==> src/rtl/dense_layer_1_readout_pkg.sv <==
// Shared constants and types for the dense layer 1 readout and later readouts.
package dense_layer_1_readout_pkg;

    // Layer geometry for the first dense layer.
    localparam int IN_SIZE_1     = 16;
    localparam int OUT_SIZE_1    = 10;

    // Accumulator width, activation width and requantisation shift.
    localparam int DENSE_ACC_W   = 24;
    localparam int ACT_W         = 16;
    localparam int READOUT_SHIFT = 8;

    // Sequencer phases: wait, accumulate + ReLU, neuron scan, result hand-off.
    typedef enum logic [1:0] {
        IDLE = 2'd0,
        ACC  = 2'd1,
        SCAN = 2'd2,
        DONE = 2'd3
    } readout_state_t;

    // Counter/index width that stays at least one bit for degenerate sizes.
    function automatic int idx_width(input int n);
        return (n > 1) ? $clog2(n) : 1;
    endfunction

endpackage

==> src/rtl/dense_layer_1_readout_requant_sat.sv <==
// Combinational requantiser: arithmetic right shift of a signed accumulator,
// then clamp into the unsigned activation range [0, 2^OUT_W-1].
module requant_sat #(
    parameter int ACC_W = 24,
    parameter int OUT_W = 16,
    parameter int SHIFT = 8
) (
    input  logic [ACC_W-1:0] acc_i,
    output logic [OUT_W-1:0] q_o
);

    // Work in a width that can hold both the accumulator and the clamp limit.
    localparam int W = ACC_W + OUT_W + 1;
    localparam logic signed [W-1:0] MAX_V = {{(W-OUT_W){1'b0}}, {OUT_W{1'b1}}};

    logic signed [W-1:0] wide;
    logic signed [W-1:0] shifted;

    // Sign-extend, shift, then saturate negative to zero and large to all ones.
    always_comb begin
        wide    = {{(W-ACC_W){acc_i[ACC_W-1]}}, acc_i};
        shifted = wide >>> SHIFT;
        if (shifted[W-1]) begin
            q_o = '0;
        end else if (shifted > MAX_V) begin
            q_o = {OUT_W{1'b1}};
        end else begin
            q_o = shifted[OUT_W-1:0];
        end
    end

endmodule

==> src/rtl/dense_layer_1_readout.sv <==
// Sequencer and reader for dense layer 1: releases the layer from clear,
// waits out accumulate + ReLU, scans and requantises each neuron, tracks the
// argmax, and offers the result downstream with valid/ready.
module dense_layer_1_readout
    import dense_layer_1_readout_pkg::*;
#(
    parameter int IN_SIZE  = IN_SIZE_1,
    parameter int OUT_SIZE = OUT_SIZE_1,
    parameter int ACC_W    = DENSE_ACC_W,
    parameter int OUT_W    = ACT_W,
    parameter int SHIFT    = READOUT_SHIFT,
    localparam int IDX_W   = idx_width(OUT_SIZE),
    localparam int CNT_W   = idx_width(IN_SIZE + 1)
) (
    input  logic                      clk_i,
    input  logic                      rst_i,
    input  logic                      start_i,
    output logic                      busy_o,
    output logic                      layer_clear_o,
    input  logic [ACC_W*OUT_SIZE-1:0] acc_vector_i,
    output logic [OUT_W*OUT_SIZE-1:0] out_vector_o,
    output logic [IDX_W-1:0]          max_idx_o,
    output logic [OUT_W-1:0]          max_val_o,
    output logic                      out_valid_o,
    input  logic                      out_ready_i
);

    readout_state_t            state_q, state_d;
    logic [CNT_W-1:0]          cnt_q, cnt_d;
    logic [IDX_W-1:0]          idx_q, idx_d;
    logic                      clear_q, clear_d;
    logic                      valid_q, valid_d;
    logic [OUT_W*OUT_SIZE-1:0] outVector_q, outVector_d;
    logic [IDX_W-1:0]          maxIdx_q, maxIdx_d;
    logic [OUT_W-1:0]          maxVal_q, maxVal_d;

    logic [ACC_W-1:0]          accSel;
    logic [OUT_W-1:0]          quant;

    // Select the accumulator of the neuron currently being scanned.
    always_comb begin
        accSel = '0;
        for (int i = 0; i < OUT_SIZE; i++) begin
            if (idx_q == IDX_W'(i)) begin
                accSel = acc_vector_i[i*ACC_W +: ACC_W];
            end
        end
    end

    requant_sat #(
        .ACC_W (ACC_W),
        .OUT_W (OUT_W),
        .SHIFT (SHIFT)
    ) u_requant (
        .acc_i (accSel),
        .q_o   (quant)
    );

    // State register; reset holds the layer in clear and wipes all results.
    always_ff @(posedge clk_i) begin
        if (!rst_i) begin
            state_q     <= IDLE;
            cnt_q       <= '0;
            idx_q       <= '0;
            clear_q     <= 1'b1;
            valid_q     <= 1'b0;
            outVector_q <= '0;
            maxIdx_q    <= '0;
            maxVal_q    <= '0;
        end else begin
            state_q     <= state_d;
            cnt_q       <= cnt_d;
            idx_q       <= idx_d;
            clear_q     <= clear_d;
            valid_q     <= valid_d;
            outVector_q <= outVector_d;
            maxIdx_q    <= maxIdx_d;
            maxVal_q    <= maxVal_d;
        end
    end

    // Next-state logic: sequencing, per-neuron write-back and running argmax.
    always_comb begin
        state_d     = state_q;
        cnt_d       = cnt_q;
        idx_d       = idx_q;
        clear_d     = clear_q;
        valid_d     = valid_q;
        outVector_d = outVector_q;
        maxIdx_d    = maxIdx_q;
        maxVal_d    = maxVal_q;
        case (state_q)
            IDLE: begin
                clear_d = 1'b1;
                if (start_i) begin
                    state_d = ACC;
                    clear_d = 1'b0;
                    cnt_d   = '0;
                end
            end
            ACC: begin
                cnt_d = cnt_q + 1'b1;
                if (cnt_q == CNT_W'(IN_SIZE)) begin
                    state_d  = SCAN;
                    idx_d    = '0;
                    maxIdx_d = '0;
                    maxVal_d = '0;
                end
            end
            SCAN: begin
                for (int i = 0; i < OUT_SIZE; i++) begin
                    if (idx_q == IDX_W'(i)) begin
                        outVector_d[i*OUT_W +: OUT_W] = quant;
                    end
                end
                // Strict compare so ties keep the lowest index.
                if (quant > maxVal_q) begin
                    maxVal_d = quant;
                    maxIdx_d = idx_q;
                end
                idx_d = idx_q + 1'b1;
                if (idx_q == IDX_W'(OUT_SIZE - 1)) begin
                    state_d = DONE;
                    clear_d = 1'b1;
                    valid_d = 1'b1;
                end
            end
            DONE: begin
                if (valid_q && out_ready_i) begin
                    state_d = IDLE;
                    valid_d = 1'b0;
                end
            end
            default: begin
                state_d = IDLE;
                clear_d = 1'b1;
                valid_d = 1'b0;
            end
        endcase
    end

    assign busy_o        = (state_q == ACC) || (state_q == SCAN);
    assign layer_clear_o = clear_q;
    assign out_valid_o   = valid_q;
    assign out_vector_o  = outVector_q;
    assign max_idx_o     = maxIdx_q;
    assign max_val_o     = maxVal_q;

endmodule
==> config.mk <==
export PLATFORM = sky130hd
export DESIGN_NAME = dense_layer_1_readout
export DESIGN_NICKNAME = d
export VERILOG_FILES = /design/src/rtl/dense_layer_1_readout_pkg.sv /design/src/rtl/dense_layer_1_readout_requant_sat.sv /design/src/rtl/dense_layer_1_readout.sv
export SDC_FILE = /design/constraint.sdc
export NUM_CORES = 1
export LEC_CHECK = 0
export BUFFER_PORTS_ARGS = -buffer_cell sky130_fd_sc_hd__buf_2
export CAP_MARGIN = 20
export CORE_AREA = 3 3 164 166
export CTS_CLUSTER_DIAMETER = 80
export DETAILED_ROUTE_END_ITERATION = 6
export DIE_AREA = 0 0 167 169
export SYNTH_ARGS = -nofsm -noshare
export SYNTH_HDL_FRONTEND = slang
export SYNTH_SLANG_ARGS = --single-unit
export TNS_END_PERCENT = 1
==> constraint.sdc <==
create_clock -name clk_i -period 13.4 [get_ports clk_i]
set_input_delay 4.02 -clock clk_i [delete_from_list [all_inputs] [get_ports clk_i]]
set_output_delay 4.02 -clock clk_i [all_outputs]
set_load 0.02 [all_outputs]
**After elaboration in Yosys (flattened, before gate mapping)**

Index checks and enable logic that the tools add are counted.

- $add $sub $neg: 2
- Multiply operators: 0
- Div/mod/pow operators: 0
- Magnitude comparators: 2
- Equal/unequal tests: 18
- Shifts and indexed selects: 0
- Multiplexer cells: 31
- Bitwise logic cells: 0
- Reductions and logical operators: 24

Operators by type and width:

| operator | count |
|---|---|
| 24-bit two-way mux | 10 |
| 16-bit two-way mux | 4 |
| 16-bit case mux with 2 select lines | 1 |
| 2-bit AND reduction | 13 |
| 16-bit by 17-bit > comparator with 1-bit output, second input constant | 1 |
| 4-bit by 3-bit equality test with 1-bit output, second input constant | 4 |
| 16-bit > comparator | 1 |
| 4-bit case mux with 2 select lines | 2 |
| 2-bit inequality test, second input constant | 5 |
| 5-bit case mux with 2 select lines | 1 |
| 4-bit by 2-bit equality test with 1-bit output, second input constant | 2 |
| 4-bit equality test, second input constant | 2 |
| 2-bit two-way mux | 4 |
| 4-bit two-way mux | 2 |
| 2-bit case mux with 4 select lines | 1 |
| 2-bit nonzero test | 4 |
| 3-bit AND reduction | 2 |
| 5-bit by 1-bit adder with 5-bit output, second input constant | 1 |
| 5-bit equality test, second input constant | 1 |
| 5-bit two-way mux | 1 |
| 4-bit by 1-bit adder with 4-bit output, second input constant | 1 |
| 2-bit equality test, second input constant | 2 |
| 4-bit by 1-bit equality test with 1-bit output, second input constant | 1 |
| 4-bit logical NOT | 1 |
| other kinds (7) | 10 |

- Bits in registers: 193
- Bits in latches: 0
- Memory bits (writable): 0
- Bits in read-only memories: 0
- Bits of input ports: 244
- Output and inout port bits: 183
- Logic and storage cells: 94
- Memories: 0

**Longest topological paths before layout**

Gate-level depths: netlist (run 1).

- Depth after elaboration: 17
- Mapped depth: 23
- Gate-level depth less buffers: 17

**By module**

From an unflattened synthesis (run 1), not the netlist that was laid out.

- Cells, all modules: 1,245
- Area total of the unflattened synthesis: 9,800.6 um^2

Modules (own cells, without submodules):

| module | instances | cells an instance | area an instance (um^2) | seq. area each (um^2) |
|---|---|---|---|---|
| dense_layer_1_readout | 1 | 1,227 | 9,683.0 | 3,863.7 |
| requant_sat | 1 | 18 | 117.6 | 0.0 |

**Worst setup path after synthesis (run 1)**

Ideal clock, no wire load.

- Kind: input -> register
- From: in acc_vector_i[47]
- To: reg maxIdx_q[0] (netlist: max_idx_o[0])
- Setup time: 60 ps
- Data arrival time: 7,134 ps
- Data required time: 13,340 ps
- Setup slack: 6,206 ps
- Stages on the path: 17
- Path buffers: 4
- Cells stage by stage: a221oi_1 > nor3_1 > nor3_1 > nor3_2 > buf_2 > or3_1 > buf_2 > ha_1 > nor2b_1 > o211ai_1 > a21oi_1 > o21ai_0 > a211oi_1 > and2_1 > clkbuf_1 > clkbuf_1 > a22o_1

- Cells in the longest elaborated chain, start to end: 15

RTL lines:

| item | line | text |
|---|---|---|
| from (decl) | dense_layer_1_readout.sv:20 | `input logic [ACC_W*OUT_SIZE-1:0] acc_vector_i,` |
| 24-bit two-way mux (*) (9 in series) | dense_layer_1_readout.sv:44 | `if (idx_q == IDX_W'(i)) begin` |
| 16-bit by 17-bit > comparator with 1-bit output | dense_layer_1_readout_requant_sat.sv:25 | `end else if (shifted > MAX_V) begin` |
| 16-bit two-way mux | dense_layer_1_readout_requant_sat.sv:25 |  |
| 16-bit two-way mux (*) | dense_layer_1_readout_requant_sat.sv:23 | `if (shifted[W-1]) begin` |
| 16-bit > comparator (*) | dense_layer_1_readout.sv:117 | `if (quant > maxVal_q) begin` |
| 2-bit inequality test (no source line) (*) | - |  |
| 3-bit AND reduction (no source line) (*) | - |  |
| to (signal assigned) | dense_layer_1_readout.sv:77 | `maxIdx_q <= maxIdx_d;` |
| to (decl) | dense_layer_1_readout.sv:34 | `logic [IDX_W-1:0] maxIdx_q, maxIdx_d;` |

Mark *: on every way between the ends. The rest lies on a longest branch, timed or not.
A chain may end at the register's enable or synchronous reset.

**Worst setup path in the final report (run 1)**

- From: in acc_vector_i[143]
- To: reg maxVal_q[3] (netlist: max_val_o[3])

- Cells in the longest elaborated chain, start to end: 11
- Elaborated cells on any way between the ends: 13
- Classes of those cells: order compare (2); eq/ne (1); mux (9); reduce/logical (1)

RTL lines:

| item | line | text |
|---|---|---|
| 24-bit two-way mux (*) (5 in series) | dense_layer_1_readout.sv:44 |  |
| 16-bit by 17-bit > comparator with 1-bit output | dense_layer_1_readout_requant_sat.sv:25 |  |
| 16-bit two-way mux | dense_layer_1_readout_requant_sat.sv:25 |  |
| 16-bit two-way mux (*) | dense_layer_1_readout_requant_sat.sv:23 |  |
| 16-bit > comparator | dense_layer_1_readout.sv:117 |  |
| 2-bit inequality test (no source line) | - |  |
| 3-bit AND reduction (no source line) | - |  |
| to (signal assigned) | dense_layer_1_readout.sv:78 | `maxVal_q <= maxVal_d;` |
| to (decl) | dense_layer_1_readout.sv:35 | `logic [OUT_W-1:0] maxVal_q, maxVal_d;` |

Mark *: on every way between the ends. The rest lies on a longest branch, timed or not. The select of a mux whose other input is x is not followed.

==> report_table.html, run 1 <==
<table>
<tr><th>Metric</th><th>Value</th></tr>
<tr><th colspan="2">Run status</th></tr>
<tr><td>Run status</td><td>complete, no violations</td></tr>
<tr><th colspan="2">Synthesis</th></tr>
<tr><td>Number of synthesized flops with an enable pin</td><td>0</td></tr>
<tr><td>Main synth FF type</td><td>sky130_fd_sc_hd__dfxtp_1</td></tr>
<tr><td>Cell taking the most area after synthesis</td><td>sky130_fd_sc_hd__dfxtp_1</td></tr>
<tr><td>Post-synthesis register bit count</td><td>193</td></tr>
<tr><td>Average size of a mapped cell</td><td>8.78 µm²</td></tr>
<tr><td>Number of warnings printed during yosys synthesis</td><td>0</td></tr>
<tr><td>Net count after synthesis</td><td>approximately 1200</td></tr>
<tr><td>Area share of the leading cell type in the synthesized netlist</td><td>46.7%</td></tr>
<tr><td>Ys async rst share</td><td>0%</td></tr>
<tr><td>Top area cells in the synthesized netlist</td><td>sky130_fd_sc_hd__dfxtp_1, sky130_fd_sc_hd__a22o_1, sky130_fd_sc_hd__o21ai_0</td></tr>
<tr><td>Share of synthesized area occupied by flip-flops and latches</td><td>between 40% and 50%</td></tr>
<tr><td>Post-Syn Area</td><td>between 0.008 and 0.009 mm²</td></tr>
<tr><td>Cells after synthesis</td><td>roughly 940</td></tr>
<tr><td>Unique masters post-synth</td><td>between 50 and 60</td></tr>
<tr><th colspan="2">Critical path</th></tr>
<tr><td>Reg-to-reg setup timing slack</td><td>7930 ps</td></tr>
<tr><td>Crit Path Max Fanout</td><td>18</td></tr>
<tr><td>Maximum cell stage delay along the critical path</td><td>between 700 and 800 ps</td></tr>
<tr><td>Series of cell instances along the critical path</td><td>buf_2 -&gt; a221oi_1 -&gt; nor2_1 -&gt; nor3_1 -&gt; nor3_2 -&gt; buf_4 -&gt; or3_1 -&gt; ha_1 -&gt; nor2b_1 -&gt; o211ai_1 -&gt; a21oi_1 -&gt; o21ai_0 -&gt; a211oi_1 -&gt; and2_1 -&gt; a22o_1</td></tr>
<tr><td>R2R Path End</td><td>max_val_o[3]</td></tr>
<tr><td>Signal arrival time at the worst endpoint</td><td>~8000 ps</td></tr>
<tr><td>Family with the most delay on the worst path</td><td>simple AND/OR/NAND/NOR gates</td></tr>
<tr><td>Register-to-Register Path Depth</td><td>15</td></tr>
<tr><td>Type of the worst setup path</td><td>in -&gt; reg</td></tr>
<tr><td>Buffers and inverters on the worst path</td><td>2</td></tr>
<tr><td>Data required time at the worst endpoint</td><td>between 10000 and 15000 ps</td></tr>
<tr><td>Reg-to-Reg Start</td><td>idx_q[1]</td></tr>
<tr><td>Cell with the biggest individual delay on the critical path</td><td>sky130_fd_sc_hd__or3_1</td></tr>
<tr><td>Launching element type of the critical path</td><td>primary input</td></tr>
<tr><td>Crit path capture type</td><td>flop</td></tr>
<tr><th colspan="2">Timing</th></tr>
<tr><td>Number of pins exceeding their max-slew limit in the final report</td><td>0</td></tr>
<tr><td>Unrepaired setup endpoints after global routing</td><td>false</td></tr>
<tr><td>Final number of setup-violating endpoints</td><td>0</td></tr>
<tr><td>Clock Skews</td><td>approximately 19 ps</td></tr>
<tr><td>Final critical-path required period</td><td>about 7400 ps</td></tr>
<tr><td>Peak Freq</td><td>approximately 0.13 GHz</td></tr>
<tr><td>Worst hold slack</td><td>451 ps</td></tr>
<tr><td>Final hold viol count</td><td>0</td></tr>
<tr><td>Post-Route Setup TNS</td><td>0 ps</td></tr>
<tr><td>Slew margin rel.</td><td>between 40% and 50%</td></tr>
<tr><td>Slew of the pin with the lowest slew margin</td><td>880 ps</td></tr>
<tr><td>Share of the cycle needed by the critical path after routing</td><td>between 50% and 60%</td></tr>
<tr><th colspan="2">Die</th></tr>
<tr><td>Die height</td><td>169 µm</td></tr>
<tr><td>Number of top-level pins</td><td>between 400 and 500</td></tr>
<tr><td>Area of the die</td><td>~0.028 mm²</td></tr>
<tr><td>Standard-cell rows</td><td>59</td></tr>
<tr><td>Initial core utilization</td><td>roughly 32%</td></tr>
<tr><td>Area of the core</td><td>about 0.026 mm²</td></tr>
<tr><td>Die width</td><td>167 µm</td></tr>
<tr><th colspan="2">Placement</th></tr>
<tr><td>Placer Congestion</td><td>approximately 0.93</td></tr>
<tr><td>Dpl hpwl</td><td>roughly 25000 µm</td></tr>
<tr><td>Count of input and output buffers</td><td>346</td></tr>
<tr><th colspan="2">Clock tree</th></tr>
<tr><td>Resize count post-CTS</td><td>0</td></tr>
<tr><td>Buffer depth of the longest clock path</td><td>2</td></tr>
<tr><td>Clock tree from TritonCTS</td><td>built</td></tr>
<tr><td>Depth of the CTS H-tree</td><td>4</td></tr>
<tr><td>Clk Tree Root Cell</td><td>sky130_fd_sc_hd__clkbuf_16</td></tr>
<tr><td>Later-pin clock latency in the skew report</td><td>430 ps</td></tr>
<tr><td>Postcts setup bufs</td><td>0</td></tr>
<tr><td>Clock transition time at the flip-flop clock pins of the worst setup and hold paths</td><td>70 ps</td></tr>
<tr><td>Count of clock tree sinks</td><td>between 150 and 200</td></tr>
<tr><td>CTS Buf Count</td><td>17</td></tr>
<tr><td>CTS Hold Buffers Added</td><td>0</td></tr>
<tr><th colspan="2">Power</th></tr>
<tr><td>Power density over the cells</td><td>between 150 and 200 mW/mm²</td></tr>
<tr><td>Reg power frac</td><td>36.4%</td></tr>
<tr><td>Sw Share</td><td>a little under two fifths</td></tr>
<tr><td>Part of the power in the clock network</td><td>31.2%</td></tr>
<tr><td>Internal Pwr Total</td><td>about 1000 µW</td></tr>
<tr><td>Lkg Pwr</td><td>between 0.005 and 0.006 µW</td></tr>
<tr><td>Largest voltage drop on the vdd net</td><td>between 0.08 and 0.09 mV</td></tr>
<tr><td>Comb pwr share</td><td>around a third</td></tr>
<tr><td>Power dissipated by switching net loads</td><td>621 µW</td></tr>
<tr><th colspan="2">Detailed routing</th></tr>
<tr><td>Total via count in the routed design</td><td>about 8500</td></tr>
<tr><td>Remaining design rule violation count</td><td>0</td></tr>
<tr><td>Total detailed-routing wirelength</td><td>34600 µm</td></tr>
<tr><td>Initial DRT Pass Iterations</td><td>5</td></tr>
<tr><td>Initial detailed-routing violation count</td><td>just over 600</td></tr>
<tr><td>Via density per instance</td><td>roughly 5.3</td></tr>
<tr><td>Average routed wire per standard cell</td><td>between 20 and 25 µm</td></tr>
<tr><td>Final antenna-violating net count</td><td>0</td></tr>
<tr><th colspan="2">Global routing</th></tr>
<tr><td>First-pass GRT wire length</td><td>around 51000 µm</td></tr>
<tr><td>Number of global-route vias before repair</td><td>about 8300</td></tr>
<tr><td>Overall global routing resource usage</td><td>between 20% and 30%</td></tr>
<tr><td>Initial antenna violation count</td><td>2</td></tr>
<tr><td>Pin count of the biggest net entering global routing</td><td>57</td></tr>
<tr><td>Remaining global-route overflow</td><td>0</td></tr>
<tr><th colspan="2">Hold path</th></tr>
<tr><td>Worst Hold Path Cells</td><td>2</td></tr>
<tr><td>Hold Path Sink</td><td>out_vector_o[40]</td></tr>
<tr><td>Class of the tightest hold or removal check</td><td>reg -&gt; reg</td></tr>
<tr><td>Critical hold path startpoint</td><td>out_vector_o[40]</td></tr>
<tr><th colspan="2">Finish</th></tr>
<tr><td>Area overhead of the layout relative to synthesis</td><td>31.6%</td></tr>
<tr><td>Total number of nets in the final design</td><td>approximately 1500</td></tr>
<tr><td>Fraction of layout cells with a size suffix above 1</td><td>33.2%</td></tr>
<tr><td>Antenna Cells</td><td>0</td></tr>
<tr><td>Filler cell count in the final layout</td><td>2678</td></tr>
<tr><th colspan="2">Job</th></tr>
<tr><td># Max-Cap Violations</td><td>0</td></tr>
</table>
## synth_stat cells, drive strengths merged (2+ instances only)
master / instances
nor2b: 25
o2bb2ai: 2
and3: 2
nor3: 17
a221oi: 27
nor2: 40
or2: 10
o21ai: 124
o211ai: 3
ha: 26
nand2b: 4
o21a: 4
nand4: 11
o31a: 3
inv: 42
nand3: 10
a32oi: 2
buf: 29
nand2: 133
a21oi: 23
or3: 4
a21o: 6
a22oi: 7
nand3b: 3
a22o: 68
o22ai: 25
dfxtp: 193
nor3b: 2
a221o: 8
a21boi: 3
mux2i: 3
a211oi: 9
a211o: 8
nor4: 2
and2: 14
clkbuf: 40
## placed cells by master, fill, tap and decap left out, types with 14 or more instances in the layout
master and instances:
sky130_fd_sc_hd__buf_2 346, sky130_fd_sc_hd__dfxtp_1 193, sky130_fd_sc_hd__nand2_1 133, sky130_fd_sc_hd__o21ai_0 111, sky130_fd_sc_hd__a22o_1 68, sky130_fd_sc_hd__inv_1 42
sky130_fd_sc_hd__nor2_1 38, sky130_fd_sc_hd__a221oi_1 27, sky130_fd_sc_hd__o22ai_1 25, sky130_fd_sc_hd__ha_1 24, sky130_fd_sc_hd__buf_4 24, sky130_fd_sc_hd__nor2b_1 23
sky130_fd_sc_hd__a21oi_1 23, sky130_fd_sc_hd__clkbuf_16 17, sky130_fd_sc_hd__and2_1 14, sky130_fd_sc_hd__nor3_1 14
## tightest hold or removal path, stage by stage, from the launching register on
cell and delay, ps:
sky130_fd_sc_hd__dfxtp_1 310, sky130_fd_sc_hd__nand2_1 50, sky130_fd_sc_hd__o21ai_1 50
## state kept, by name (all words and copies together) (netlist names)
name	count
out_vector_o	160
max_val_o	16
cnt_q	5
idx_q	4
max_idx_o	4
state_q	2
layer_clear_o	1
out_valid_o	1
## stage by stage
| stage | setup slack [ps] | total power [µW] | cells | instance area, µm² | utilization (%) |
|---|---|---|---|---|---|
| finish | 5950 | 1650 | 1611 | 10900 | 42.3 |
| global route | 5590 | 1730 | 1611 | 10900 | 42.3 |
| CTS | 5930 | 1660 | 1611 | 10900 | 42.3 |
| detailed placement | 5490 | 1150 | 1579 | 10300 | 40.0 |
| global placement | 5460 | 1150 | 1578 | 10300 | 39.9 |
| floorplan | 6210 | 941 | 943 | 8280 | - |
## kinds of logic after synthesis
logic type	Yosys count	synth area share (%)
flip-flops	193	46.7
buffers and inverters	111	5.96
AO/OA/AOI/OAI	330	27.2
AND/OR/NAND/NOR	279	15.8
adder cells (fa/ha/maj)	26	3.93
other	1	0.0453
multiplexers	3	0.363
## final cells by class
| cell class | instances | area [µm²] | share of cell area [%] |
|---|---|---|---|
| Inverter | 42 | 158 | 1.45 |
| Multi-Input combinational cell | 639 | 3950 | 36.2 |
| Tap cell | 335 | 419 | 3.85 |
| Clock inverter | 13 | 139 | 1.28 |
| Sequential cell | 193 | 3860 | 35.5 |
| Timing Repair Buffer | 370 | 1910 | 17.6 |
| Clock buffer | 19 | 453 | 4.16 |
## worst max-delay path by stage
stage | depth (start not counted) | endpoint | slack [ps] | startpoint
finish | 15 | max_val_o[3] | 5950 | acc_vector_i[143]
global route | 14 | max_val_o[3] | 5590 | acc_vector_i[47]
CTS | 15 | max_val_o[3] | 5930 | acc_vector_i[47]
detailed placement | 15 | max_val_o[4] | 5490 | acc_vector_i[47]
global placement | 15 | max_idx_o[2] | 5460 | acc_vector_i[191]
floorplan | 17 | max_idx_o[0] | 6210 | acc_vector_i[47]
## power groups by stage
stage          clock (µW)  sequential (µW)  combinational, µW
2_1_floorplan           0              627                315
3_3_place_gp            0              614                534
3_5_place_dp            0              615                536
4_1_cts               524              601                538
5_1_grt               546              603                581
6_report              515              601                535
## per-layer routing
metal	up-vias	global-route usage [%]	part of all wire, %
met5	-	0	0
met4	0	9.04	2.9
met3	57	5.00	7.1
met2	402	40.3	48
met1	3973	29.4	42
li1	4035	-	-
No activity file was read; power rests on OpenSTA's default activity.
==> inputs of run 2 (changes only) <==
--- a/config.mk
+++ b/config.mk
@@ -7,10 +7,10 @@
 export LEC_CHECK = 0
 export BUFFER_PORTS_ARGS = -buffer_cell sky130_fd_sc_hd__buf_2
 export CAP_MARGIN = 20
-export CORE_AREA = 3 3 164 166
+export CORE_AREA = 3 3 165 167
 export CTS_CLUSTER_DIAMETER = 80
 export DETAILED_ROUTE_END_ITERATION = 6
-export DIE_AREA = 0 0 167 169
+export DIE_AREA = 0 0 168 170
 export SYNTH_ARGS = -nofsm -noshare
 export SYNTH_HDL_FRONTEND = slang
 export SYNTH_SLANG_ARGS = --single-unit
==> constraint.sdc (replaced) <==
create_clock -name clk_i -period 6.9 [get_ports clk_i]
set_input_delay 2.07 -clock clk_i [delete_from_list [all_inputs] [get_ports clk_i]]
set_output_delay 2.07 -clock clk_i [all_outputs]
set_load 0.02 [all_outputs]
==> run 2 against run 1 <==
  * Sequential cell count unchanged
  * Wire length down 1.1%
  * Die area up 1.2%
  * Clock skew down 4.7 ps
  * Critical path type is now reg -> reg
  * Clock-buffer cell count down 2
  * Combinational power up 96%
  * Largest power group unchanged
  * Worst setup slack worse by 4500 ps
  * Global-route usage down 0.72 points
  * Largest cell class unchanged
  * Cell count about the same
  * Clock power up 100%
==> report_table.html, run 2 (synthesis results as in run 1) <==
<table>
<tr><th>Metric</th><th>Value</th></tr>
<tr><th colspan="2">Critical path</th></tr>
<tr><td>Source of the critical timing path</td><td>idx_q[3]</td></tr>
<tr><td>Reg-to-Reg Start</td><td>idx_q[3]</td></tr>
<tr><td>Reg-to-reg setup timing slack</td><td>1450 ps (-6480 ps)</td></tr>
<tr><td>R2R Path End</td><td>max_val_o[9]</td></tr>
<tr><td>Launching element type of the critical path</td><td>flop</td></tr>
<tr><td>Type of the worst setup path</td><td>reg -&gt; reg</td></tr>
<tr><td>Register-to-Register Path Depth</td><td>14 (-1)</td></tr>
<tr><td>Signal arrival time at the worst endpoint</td><td>5830 ps (-1970 ps)</td></tr>
<tr><td>Capturing instance or port of the critical path</td><td>max_val_o[9]</td></tr>
<tr><td>Crit path capture type</td><td>flop</td></tr>
<tr><td>Data required time at the worst endpoint</td><td>7280 ps (-6480 ps)</td></tr>
<tr><td>Crit Path Max Fanout</td><td>18 (unchanged)</td></tr>
<tr><th colspan="2">Timing</th></tr>
<tr><td>Slew margin rel.</td><td>29.4% (-12 points)</td></tr>
<tr><td>Worst hold slack</td><td>445 ps (-5.93 ps)</td></tr>
<tr><td>Clock Skews</td><td>14.3 ps (-4.70 ps)</td></tr>
<tr><td>Final hold viol count</td><td>0 (unchanged)</td></tr>
<tr><td>Post-Route Setup TNS</td><td>0 ps (unchanged)</td></tr>
<tr><td>Final number of setup-violating endpoints</td><td>0 (unchanged)</td></tr>
<tr><td>Slew of the pin with the lowest slew margin</td><td>1050 ps (+174 ps)</td></tr>
<tr><td>Number of pins exceeding their max-slew limit in the final report</td><td>0 (unchanged)</td></tr>
<tr><td>Final critical-path required period</td><td>approximately 5400 ps</td></tr>
<tr><td>Share of the cycle needed by the critical path after routing</td><td>between 70% and 80%</td></tr>
<tr><td>Unrepaired setup endpoints after global routing</td><td>false</td></tr>
<tr><td>Worst-case setup margin in the final layout</td><td>1450 ps (-4500 ps)</td></tr>
<tr><td>Peak Freq</td><td>about 0.18 GHz</td></tr>
<tr><th colspan="2">Power</th></tr>
<tr><td>Largest voltage drop on the vdd net</td><td>0.159 mV (+98%)</td></tr>
<tr><td>Power density over the cells</td><td>298 mW/mm² (+96%)</td></tr>
<tr><td>Lkg Pwr</td><td>0.00503 µW (+0.44%)</td></tr>
<tr><th colspan="2">Clock tree</th></tr>
<tr><td>CTS Hold Buffers Added</td><td>0 (unchanged)</td></tr>
<tr><td>Clock tree from TritonCTS</td><td>built</td></tr>
<tr><td>Postcts setup bufs</td><td>0 (unchanged)</td></tr>
<tr><td>Later-pin clock latency in the skew report</td><td>440 ps (about the same)</td></tr>
<tr><td>Count of clock tree sinks</td><td>193 (unchanged)</td></tr>
<tr><td>CTS Buf Count</td><td>17 (unchanged)</td></tr>
<tr><td>Clock transition time at the flip-flop clock pins of the worst setup and hold paths</td><td>80 ps (about the same)</td></tr>
<tr><td>Depth of the CTS H-tree</td><td>4 (unchanged)</td></tr>
<tr><td>Clk Tree Root Cell</td><td>sky130_fd_sc_hd__clkbuf_16</td></tr>
<tr><td>Resize count post-CTS</td><td>0 (unchanged)</td></tr>
<tr><td>Buffer depth of the longest clock path</td><td>2 (unchanged)</td></tr>
<tr><th colspan="2">Placement</th></tr>
<tr><td>Count of input and output buffers</td><td>346 (unchanged)</td></tr>
<tr><td>Dpl hpwl</td><td>25600 µm (+0.86%)</td></tr>
<tr><td>Setup slack after placement</td><td>1140 ps (-4350 ps)</td></tr>
<tr><td>Placer Congestion</td><td>0.900 (-3.2%)</td></tr>
<tr><th colspan="2">Finish</th></tr>
<tr><td>Total number of nets in the final design</td><td>1534 (+0.065%)</td></tr>
<tr><td>Share of the core filled with cells</td><td>42.2% (-0.072 points)</td></tr>
<tr><td>Max FFs per register</td><td>160 (unchanged)</td></tr>
<tr><td>Antenna Cells</td><td>0 (unchanged)</td></tr>
<tr><td>Area overhead of the layout relative to synthesis</td><td>32.1%</td></tr>
<tr><td>Filler cell count in the final layout</td><td>2646 (-1.2%)</td></tr>
<tr><td>Fraction of layout cells with a size suffix above 1</td><td>33.3% (+0.052 points)</td></tr>
<tr><td>Commonest non-fill, non-tap cells in the layout</td><td>sky130_fd_sc_hd__buf_2, sky130_fd_sc_hd__dfxtp_1, sky130_fd_sc_hd__nand2_1</td></tr>
<tr><td>Leading cell type in the layout, fill and taps excluded</td><td>sky130_fd_sc_hd__buf_2</td></tr>
<tr><th colspan="2">Global routing</th></tr>
<tr><td>Remaining global-route overflow</td><td>0 (unchanged)</td></tr>
<tr><td>Overall global routing resource usage</td><td>22.9% (-0.72 points)</td></tr>
<tr><td>Initial antenna violation count</td><td>0 (-2)</td></tr>
<tr><td>First-pass GRT wire length</td><td>50100 µm (-1.0%)</td></tr>
<tr><td>Number of global-route vias before repair</td><td>8233 (-1.2%)</td></tr>
<tr><td>Pin count of the biggest net entering global routing</td><td>47 (-18%)</td></tr>
<tr><th colspan="2">Detailed routing</th></tr>
<tr><td>Initial detailed-routing violation count</td><td>595 (-3.6%)</td></tr>
<tr><td>Metal2 WL</td><td>17000 µm (+1.8%)</td></tr>
<tr><td>Final antenna-violating net count</td><td>0 (unchanged)</td></tr>
<tr><td>Length of routed met3 wiring</td><td>2300 µm (-6.6%)</td></tr>
<tr><td>Via density per instance</td><td>5.25 (about the same)</td></tr>
<tr><td>Highest metal layer with signal wires</td><td>met4</td></tr>
<tr><td>Total via count in the routed design</td><td>8469 (+0.024%)</td></tr>
<tr><td>Remaining design rule violation count</td><td>0 (unchanged)</td></tr>
<tr><td>Average routed wire per standard cell</td><td>21.2 µm (-1.2%)</td></tr>
<tr><td>Routed length on met1</td><td>13700 µm (-5.2%)</td></tr>
<tr><td>Total detailed-routing wirelength</td><td>34200 µm (-1.1%)</td></tr>
<tr><td>Initial DRT Pass Iterations</td><td>5 (unchanged)</td></tr>
<tr><th colspan="2">Die</th></tr>
<tr><td>Area of the core</td><td>0.0259 mm² (+0.57%)</td></tr>
<tr><td>Initial core utilization</td><td>31.9% (-0.18 points)</td></tr>
<tr><td>Area of the die</td><td>0.0286 mm² (+1.2%)</td></tr>
<tr><td>Standard-cell rows</td><td>59 (unchanged)</td></tr>
<tr><td>Die width</td><td>168 µm (+0.60%)</td></tr>
<tr><td>Die height</td><td>170 µm (+0.59%)</td></tr>
<tr><td>Number of top-level pins</td><td>427 (unchanged)</td></tr>
<tr><th colspan="2">Job</th></tr>
<tr><td># Max-Cap Violations</td><td>0 (unchanged)</td></tr>
<tr><th colspan="2">Run status</th></tr>
<tr><td>Run status</td><td>complete, no violations</td></tr>
<tr><th colspan="2">Hold path</th></tr>
<tr><td>Class of the tightest hold or removal check</td><td>reg -&gt; reg</td></tr>
</table>
## run 2: changes by cell type in the layout (fill, tap and decap cells not counted), sizes merged
cell      change
clkbuf        -2
clkinv        +2
buf           +1
clkinvlp      -1
inv           +1
## run 2: worst max-delay path: stages (launching register included)
cell	delay, ps
sky130_fd_sc_hd__dfxtp_1	560
sky130_fd_sc_hd__nor2b_2	930
sky130_fd_sc_hd__nand2_1	660
sky130_fd_sc_hd__o22ai_1	370
sky130_fd_sc_hd__nor3_2	80
sky130_fd_sc_hd__buf_4	190
sky130_fd_sc_hd__or2_2	470
sky130_fd_sc_hd__inv_1	150
sky130_fd_sc_hd__ha_1	160
sky130_fd_sc_hd__nand4_1	150
sky130_fd_sc_hd__a211oi_1	220
sky130_fd_sc_hd__o21ai_0	130
sky130_fd_sc_hd__a211oi_1	440
sky130_fd_sc_hd__and2_1	640
sky130_fd_sc_hd__a22o_1	230
## run 2: stage by stage
step                total power (µW)  cells  area [µm²]
finish                          3260   1612       10900
global route                    3410   1612       10900
global placement                2250   1579       10300
detailed placement              2250   1580       10300
CTS                             3280   1612       10900
floorplan                       1830    943        8280
## run 2: how the worst min path moves through the flow
stage / startpoint / to / depth (start not counted)
after floorplan: cnt_q[0] / cnt_q[0] / 2
after global placement: out_vector_o[80] / out_vector_o[80] / 2
after detailed placement: out_vector_o[67] / out_vector_o[67] / 2
after CTS: out_vector_o[120] / out_vector_o[120] / 2
after global routing: out_vector_o[56] / out_vector_o[56] / 2
final: out_vector_o[120] / out_vector_o[120] / 2
## run 2: layer usage
metal / global-route usage, % / vias to the layer above
met5: 0 / -
met1: 27.5 / 3957
li1: - / 4047
met4: 10.0 / 0
met2: 40.4 / 398
met3: 3.97 / 67
## run 2: final cells by class
class | instances | area, µm² | share of cell area [%]
multi-input cells | 639 | 3940 | 36.0
flip-flops and latches | 193 | 3860 | 35.3
clock inverters | 15 | 209 | 1.91
well taps | 335 | 419 | 3.83
clock buffers | 17 | 425 | 3.89
inverters | 42 | 158 | 1.44
repair buffers | 371 | 1920 | 17.6
## run 2: power by group
part           internal, µW  leakage [µW]  switching (µW)
Sequential             1140       0.00155            26.4
Combinational           341       0.00317             706
Clock                   531      0.000303             508
Total                  2020       0.00503            1240
==> inputs of run 3 (changes only) <==
--- a/config.mk
+++ b/config.mk
@@ -5,12 +5,13 @@
 export SDC_FILE = /design/constraint.sdc
 export NUM_CORES = 1
 export LEC_CHECK = 0
+export ABC_AREA = 1
 export BUFFER_PORTS_ARGS = -buffer_cell sky130_fd_sc_hd__buf_2
 export CAP_MARGIN = 20
-export CORE_AREA = 3 3 165 167
+export CORE_AREA = 3 3 167 169
 export CTS_CLUSTER_DIAMETER = 80
 export DETAILED_ROUTE_END_ITERATION = 6
-export DIE_AREA = 0 0 168 170
+export DIE_AREA = 0 0 170 172
 export SYNTH_ARGS = -nofsm -noshare
 export SYNTH_HDL_FRONTEND = slang
 export SYNTH_SLANG_ARGS = --single-unit
==> constraint.sdc (replaced) <==
create_clock -name clk_i -period 5.7 [get_ports clk_i]
set_input_delay 1.71 -clock clk_i [delete_from_list [all_inputs] [get_ports clk_i]]
set_output_delay 1.71 -clock clk_i [all_outputs]
set_load 0.02 [all_outputs]
==> run 3 against run 2 <==
  * Total power up 42%
  * Wire length up 7.9%
  * Synthesized area up 14%
  * Global-route usage up 0.84 points
  * Highest routed layer unchanged
  * Sequential cell count unchanged
  * Die area up 2.4%
  * Register-to-register slack worse by 480 ps
  * First-iteration DRC count up 22%
  * Via count up 14%
==> report_table.html, run 3 <==
<table>
<tr><th>Metric</th><th>Value</th></tr>
<tr><th colspan="2">Critical path</th></tr>
<tr><td>Signal arrival time at the worst endpoint</td><td>5080 ps (-750 ps)</td></tr>
<tr><td>Crit path capture type</td><td>flop</td></tr>
<tr><td>Family with the most delay on the worst path</td><td>simple AND/OR/NAND/NOR gates</td></tr>
<tr><td>Crit Path Max Fanout</td><td>30 (+12)</td></tr>
<tr><td>Buffers and inverters on the worst path</td><td>6 (+4)</td></tr>
<tr><td>Series of cell instances along the critical path</td><td>inv_1 -&gt; ha_1 -&gt; inv_1 -&gt; nor2_2 -&gt; inv_2 -&gt; nand2_1 -&gt; inv_1 -&gt; nand2_1 -&gt; nand2_1 -&gt; nand2_1 -&gt; nand2_2 -&gt; nand3b_4 -&gt; nand2_4 -&gt; inv_2 -&gt; buf_12 -&gt; nor2_8 -&gt; ha_1 -&gt; nand4_1 -&gt; o41ai_1 -&gt; or2_2 -&gt; nand3_1 -&gt; a21oi_1</td></tr>
<tr><td>Cell with the biggest individual delay on the critical path</td><td>sky130_fd_sc_hd__ha_1</td></tr>
<tr><td>Data required time at the worst endpoint</td><td>6060 ps (-1220 ps)</td></tr>
<tr><td>CP most frequent cell</td><td>sky130_fd_sc_hd__nand2_1</td></tr>
<tr><td>Launching element type of the critical path</td><td>flop</td></tr>
<tr><td>Type of the worst setup path</td><td>reg -&gt; reg</td></tr>
<tr><td>Maximum cell stage delay along the critical path</td><td>570 ps (-360 ps)</td></tr>
<tr><th colspan="2">Clock tree</th></tr>
<tr><td>Depth of the CTS H-tree</td><td>4 (unchanged)</td></tr>
<tr><td>Later-pin clock latency in the skew report</td><td>440 ps (about the same)</td></tr>
<tr><td>Clk Tree Root Cell</td><td>sky130_fd_sc_hd__clkbuf_16</td></tr>
<tr><td>Postcts setup bufs</td><td>0 (unchanged)</td></tr>
<tr><td>Clock transition time at the flip-flop clock pins of the worst setup and hold paths</td><td>80 ps (about the same)</td></tr>
<tr><td>CTS Hold Buffers Added</td><td>0 (unchanged)</td></tr>
<tr><td>Buffer depth of the longest clock path</td><td>2 (unchanged)</td></tr>
<tr><td>Count of clock tree sinks</td><td>193 (unchanged)</td></tr>
<tr><td>Clock tree from TritonCTS</td><td>built</td></tr>
<tr><td>CTS Buf Count</td><td>17 (unchanged)</td></tr>
<tr><td>Resize count post-CTS</td><td>0 (unchanged)</td></tr>
<tr><th colspan="2">Placement</th></tr>
<tr><td>Dpl hpwl</td><td>26600 µm (+3.8%)</td></tr>
<tr><td>Count of input and output buffers</td><td>346 (unchanged)</td></tr>
<tr><td>Placer Congestion</td><td>0.904 (+0.42%)</td></tr>
<tr><td>Dpl cell area</td><td>0.0113 mm² (+10%)</td></tr>
<tr><th colspan="2">Hold path</th></tr>
<tr><td>Class of the tightest hold or removal check</td><td>reg -&gt; reg</td></tr>
<tr><th colspan="2">Synthesis</th></tr>
<tr><td>Main synth FF type</td><td>sky130_fd_sc_hd__dfxtp_1</td></tr>
<tr><td>Number of synthesized flops with an enable pin</td><td>0 (unchanged)</td></tr>
<tr><td>Most frequent cell after synthesis</td><td>sky130_fd_sc_hd__nand2_1</td></tr>
<tr><td>Top area cells in the synthesized netlist</td><td>sky130_fd_sc_hd__dfxtp_1, sky130_fd_sc_hd__nand2_1, sky130_fd_sc_hd__o21ai_0</td></tr>
<tr><td>Area share of the leading cell type in the synthesized netlist</td><td>40.9% (-5.8 points)</td></tr>
<tr><td>Post-synthesis register bit count</td><td>193 (unchanged)</td></tr>
<tr><td>Average size of a mapped cell</td><td>7.32 µm² (-17%)</td></tr>
<tr><td>Cell types with the highest counts after synthesis</td><td>sky130_fd_sc_hd__nand2_1, sky130_fd_sc_hd__dfxtp_1, sky130_fd_sc_hd__o21ai_0</td></tr>
<tr><td>Post-Syn Area</td><td>0.00946 mm² (+14%)</td></tr>
<tr><td>Number of warnings printed during yosys synthesis</td><td>0 (unchanged)</td></tr>
<tr><td>Ys async rst share</td><td>0% (unchanged)</td></tr>
<tr><td>Cell taking the most area after synthesis</td><td>sky130_fd_sc_hd__dfxtp_1</td></tr>
<tr><td>Net count after synthesis</td><td>1561 (+29%)</td></tr>
<tr><td>Unique masters post-synth</td><td>40 (-30%)</td></tr>
<tr><td>Share of synthesized area occupied by flip-flops and latches</td><td>40.9% (-5.8 points)</td></tr>
<tr><td>Cells after synthesis</td><td>1291 (+37%)</td></tr>
<tr><th colspan="2">Detailed routing</th></tr>
<tr><td>Total detailed-routing wirelength</td><td>36900 µm (+7.9%)</td></tr>
<tr><td>Via density per instance</td><td>5.00 (-4.9%)</td></tr>
<tr><td>Initial DRT Pass Iterations</td><td>5 (unchanged)</td></tr>
<tr><td>Total via count in the routed design</td><td>9691 (+14%)</td></tr>
<tr><td>Initial detailed-routing violation count</td><td>725 (+22%)</td></tr>
<tr><td>Average routed wire per standard cell</td><td>19.1 µm (-10%)</td></tr>
<tr><td>Final antenna-violating net count</td><td>0 (unchanged)</td></tr>
<tr><td>Remaining design rule violation count</td><td>0 (unchanged)</td></tr>
<tr><th colspan="2">Power</th></tr>
<tr><td>Power density over the cells</td><td>382 mW/mm² (+28%)</td></tr>
<tr><td>Part of the power in the clock network</td><td>27.9% (-4.0 points)</td></tr>
<tr><td>Comb pwr share</td><td>40.2% (+8.1 points)</td></tr>
<tr><td>Reg power frac</td><td>31.9% (-4.1 points)</td></tr>
<tr><td>Lkg Pwr</td><td>0.00604 µW (+20%)</td></tr>
<tr><td>Largest voltage drop on the vdd net</td><td>0.194 mV (+22%)</td></tr>
<tr><td>Internal Pwr Total</td><td>2590 µW (+28%)</td></tr>
<tr><td>Sw Share</td><td>43.8% (+5.8 points)</td></tr>
<tr><td>Power dissipated by switching net loads</td><td>2020 µW (+63%)</td></tr>
<tr><th colspan="2">Finish</th></tr>
<tr><td>Fraction of layout cells with a size suffix above 1</td><td>31.5% (-1.7 points)</td></tr>
<tr><td>Cell area after layout</td><td>0.0121 mm² (+10%)</td></tr>
<tr><td>Leading cell type in the layout, fill and taps excluded</td><td>sky130_fd_sc_hd__buf_2</td></tr>
<tr><td>Filler cell count in the final layout</td><td>2797 (+5.7%)</td></tr>
<tr><td>Total number of nets in the final design</td><td>1855 (+21%)</td></tr>
<tr><td>Antenna Cells</td><td>0 (unchanged)</td></tr>
<tr><td>Commonest non-fill, non-tap cells in the layout</td><td>sky130_fd_sc_hd__buf_2, sky130_fd_sc_hd__nand2_1, sky130_fd_sc_hd__dfxtp_1</td></tr>
<tr><td>Max FFs per register</td><td>160 (unchanged)</td></tr>
<tr><td>Area overhead of the layout relative to synthesis</td><td>27.6%</td></tr>
<tr><th colspan="2">Timing</th></tr>
<tr><td>Post-Route Setup TNS</td><td>0 ps (unchanged)</td></tr>
<tr><td>Number of pins exceeding their max-slew limit in the final report</td><td>0 (unchanged)</td></tr>
<tr><td>Peak Freq</td><td>0.212 GHz (+15%)</td></tr>
<tr><td>Slew margin rel.</td><td>32.2% (+2.8 points)</td></tr>
<tr><td>Clock Skews</td><td>11.2 ps (-3.04 ps)</td></tr>
<tr><td>Unrepaired setup endpoints after global routing</td><td>false</td></tr>
<tr><td>Final hold viol count</td><td>0 (unchanged)</td></tr>
<tr><td>Slew of the pin with the lowest slew margin</td><td>1020 ps (-38.5 ps)</td></tr>
<tr><td>Final number of setup-violating endpoints</td><td>0 (unchanged)</td></tr>
<tr><td>Final critical-path required period</td><td>4730 ps (-719 ps)</td></tr>
<tr><td>Share of the cycle needed by the critical path after routing</td><td>82.9% (+4.0 points)</td></tr>
<tr><th colspan="2">Die</th></tr>
<tr><td>Number of top-level pins</td><td>427 (unchanged)</td></tr>
<tr><td>Area of the core</td><td>0.0267 mm² (+3.1%)</td></tr>
<tr><td>Initial core utilization</td><td>35.4% (+3.4 points)</td></tr>
<tr><td>Area of the die</td><td>0.0292 mm² (+2.4%)</td></tr>
<tr><td>Die height</td><td>172 µm (+1.2%)</td></tr>
<tr><td>Die width</td><td>170 µm (+1.2%)</td></tr>
<tr><td>Standard-cell rows</td><td>60 (+1.7%)</td></tr>
<tr><th colspan="2">Global routing</th></tr>
<tr><td>Overall global routing resource usage</td><td>23.7% (+0.84 points)</td></tr>
<tr><td>Initial antenna violation count</td><td>0 (unchanged)</td></tr>
<tr><td>First-pass GRT wire length</td><td>53000 µm (+5.9%)</td></tr>
<tr><td>Remaining global-route overflow</td><td>0 (unchanged)</td></tr>
<tr><td>Pin count of the biggest net entering global routing</td><td>76 (+62%)</td></tr>
<tr><td>Number of global-route vias before repair</td><td>8951 (+8.7%)</td></tr>
<tr><th colspan="2">Job</th></tr>
<tr><td># Max-Cap Violations</td><td>0 (unchanged)</td></tr>
<tr><th colspan="2">Run status</th></tr>
<tr><td>Run status</td><td>complete, no violations</td></tr>
</table>
[run 3: cell types whose count changed after synthesis, moves of 17 or more]
| cell | previous run | this run |
|---|---|---|
| sky130_fd_sc_hd__a21oi_1 | 23 | 168 |
| sky130_fd_sc_hd__a21oi_2 | 0 | 21 |
| sky130_fd_sc_hd__a221oi_1 | 27 | 0 |
| sky130_fd_sc_hd__a22o_1 | 68 | 0 |
| sky130_fd_sc_hd__clkbuf_1 | 40 | 65 |
| sky130_fd_sc_hd__inv_1 | 42 | 119 |
| sky130_fd_sc_hd__nand2_1 | 133 | 226 |
| sky130_fd_sc_hd__nand3_1 | 10 | 89 |
| sky130_fd_sc_hd__nor2_1 | 39 | 56 |
| sky130_fd_sc_hd__nor2b_1 | 24 | 0 |
| sky130_fd_sc_hd__o21ai_0 | 111 | 169 |
| sky130_fd_sc_hd__o22ai_1 | 25 | 0 |
| sky130_fd_sc_hd__or2_2 | 9 | 30 |
[run 3: through the flow]
stage	power [µW]	hold slack, ps	worst slack [ps]	cells	utilization (%)
2_1_floorplan	2680	471	1410	1291	-
3_3_place_gp	3340	440	930	1904	42.5
3_5_place_dp	3360	444	834	1904	42.5
4_1_cts	4640	456	972	1936	44.9
5_1_grt	4840	470	578	1939	45.1
6_report	4610	456	972	1939	45.1
[run 3: cells by family after synthesis]
group	after synthesis	share of synthesized area, %
other	1	0.0397
and+or+nand+nor	471	24.6
xor gates and xnor gates	1	0.0926
DFF	193	40.9
adders and majority gates	26	3.44
buffers and inverters	227	10.1
AOI/OAI and AO/OA	372	20.9
[run 3: worst paths after layout]
check | start | end | slack, ps | depth (start not counted)
setup / recovery | idx_q[0] | max_val_o[0] | 970 | 22
hold / removal | out_vector_o[31] | out_vector_o[31] | 460 | 2
setup reg to reg | idx_q[0] | max_val_o[0] | 970 | 22
hold reg to reg | out_vector_o[31] | out_vector_o[31] | 460 | 2
[run 3: area by class of cell]
| cell class | instances | area (µm²) | share of cell area [%] |
|---|---|---|---|
| sequential | 193 | 3860 | 32.0 |
| multi-input combinational | 871 | 4650 | 38.6 |
| inverter | 138 | 548 | 4.54 |
| clock buffer | 17 | 425 | 3.53 |
| tap | 341 | 427 | 3.54 |
| clock inverter | 15 | 220 | 1.83 |
| timing repair buffer | 364 | 1930 | 16.0 |
[run 3: tightest hold or removal path: cells and delay by family, from the launching register on]
kind                   cells  cell delay [ps]
DFF                        1              310
and+or+nand+nor            1               70
buffers and inverters      1               30
[run 3: power groups by stage]
stage | registers, µW | logic, µW | clock network (µW)
3_3_place_gp | 1500 | 1840 | 0
4_1_cts | 1470 | 1860 | 1300
2_1_floorplan | 1570 | 1110 | 0
6_report | 1470 | 1850 | 1280
3_5_place_dp | 1500 | 1860 | 0
5_1_grt | 1480 | 2010 | 1350
[run 3: metal layers]
layer  vias to the layer above  GRT usage (%)  wire (µm)
met5                         -              0          0
met4                         0           6.46        762
met3                        40           5.17       2560
met2                       307           41.6      18000
met1                      4511           29.6      15600
li1                       4833              -          -
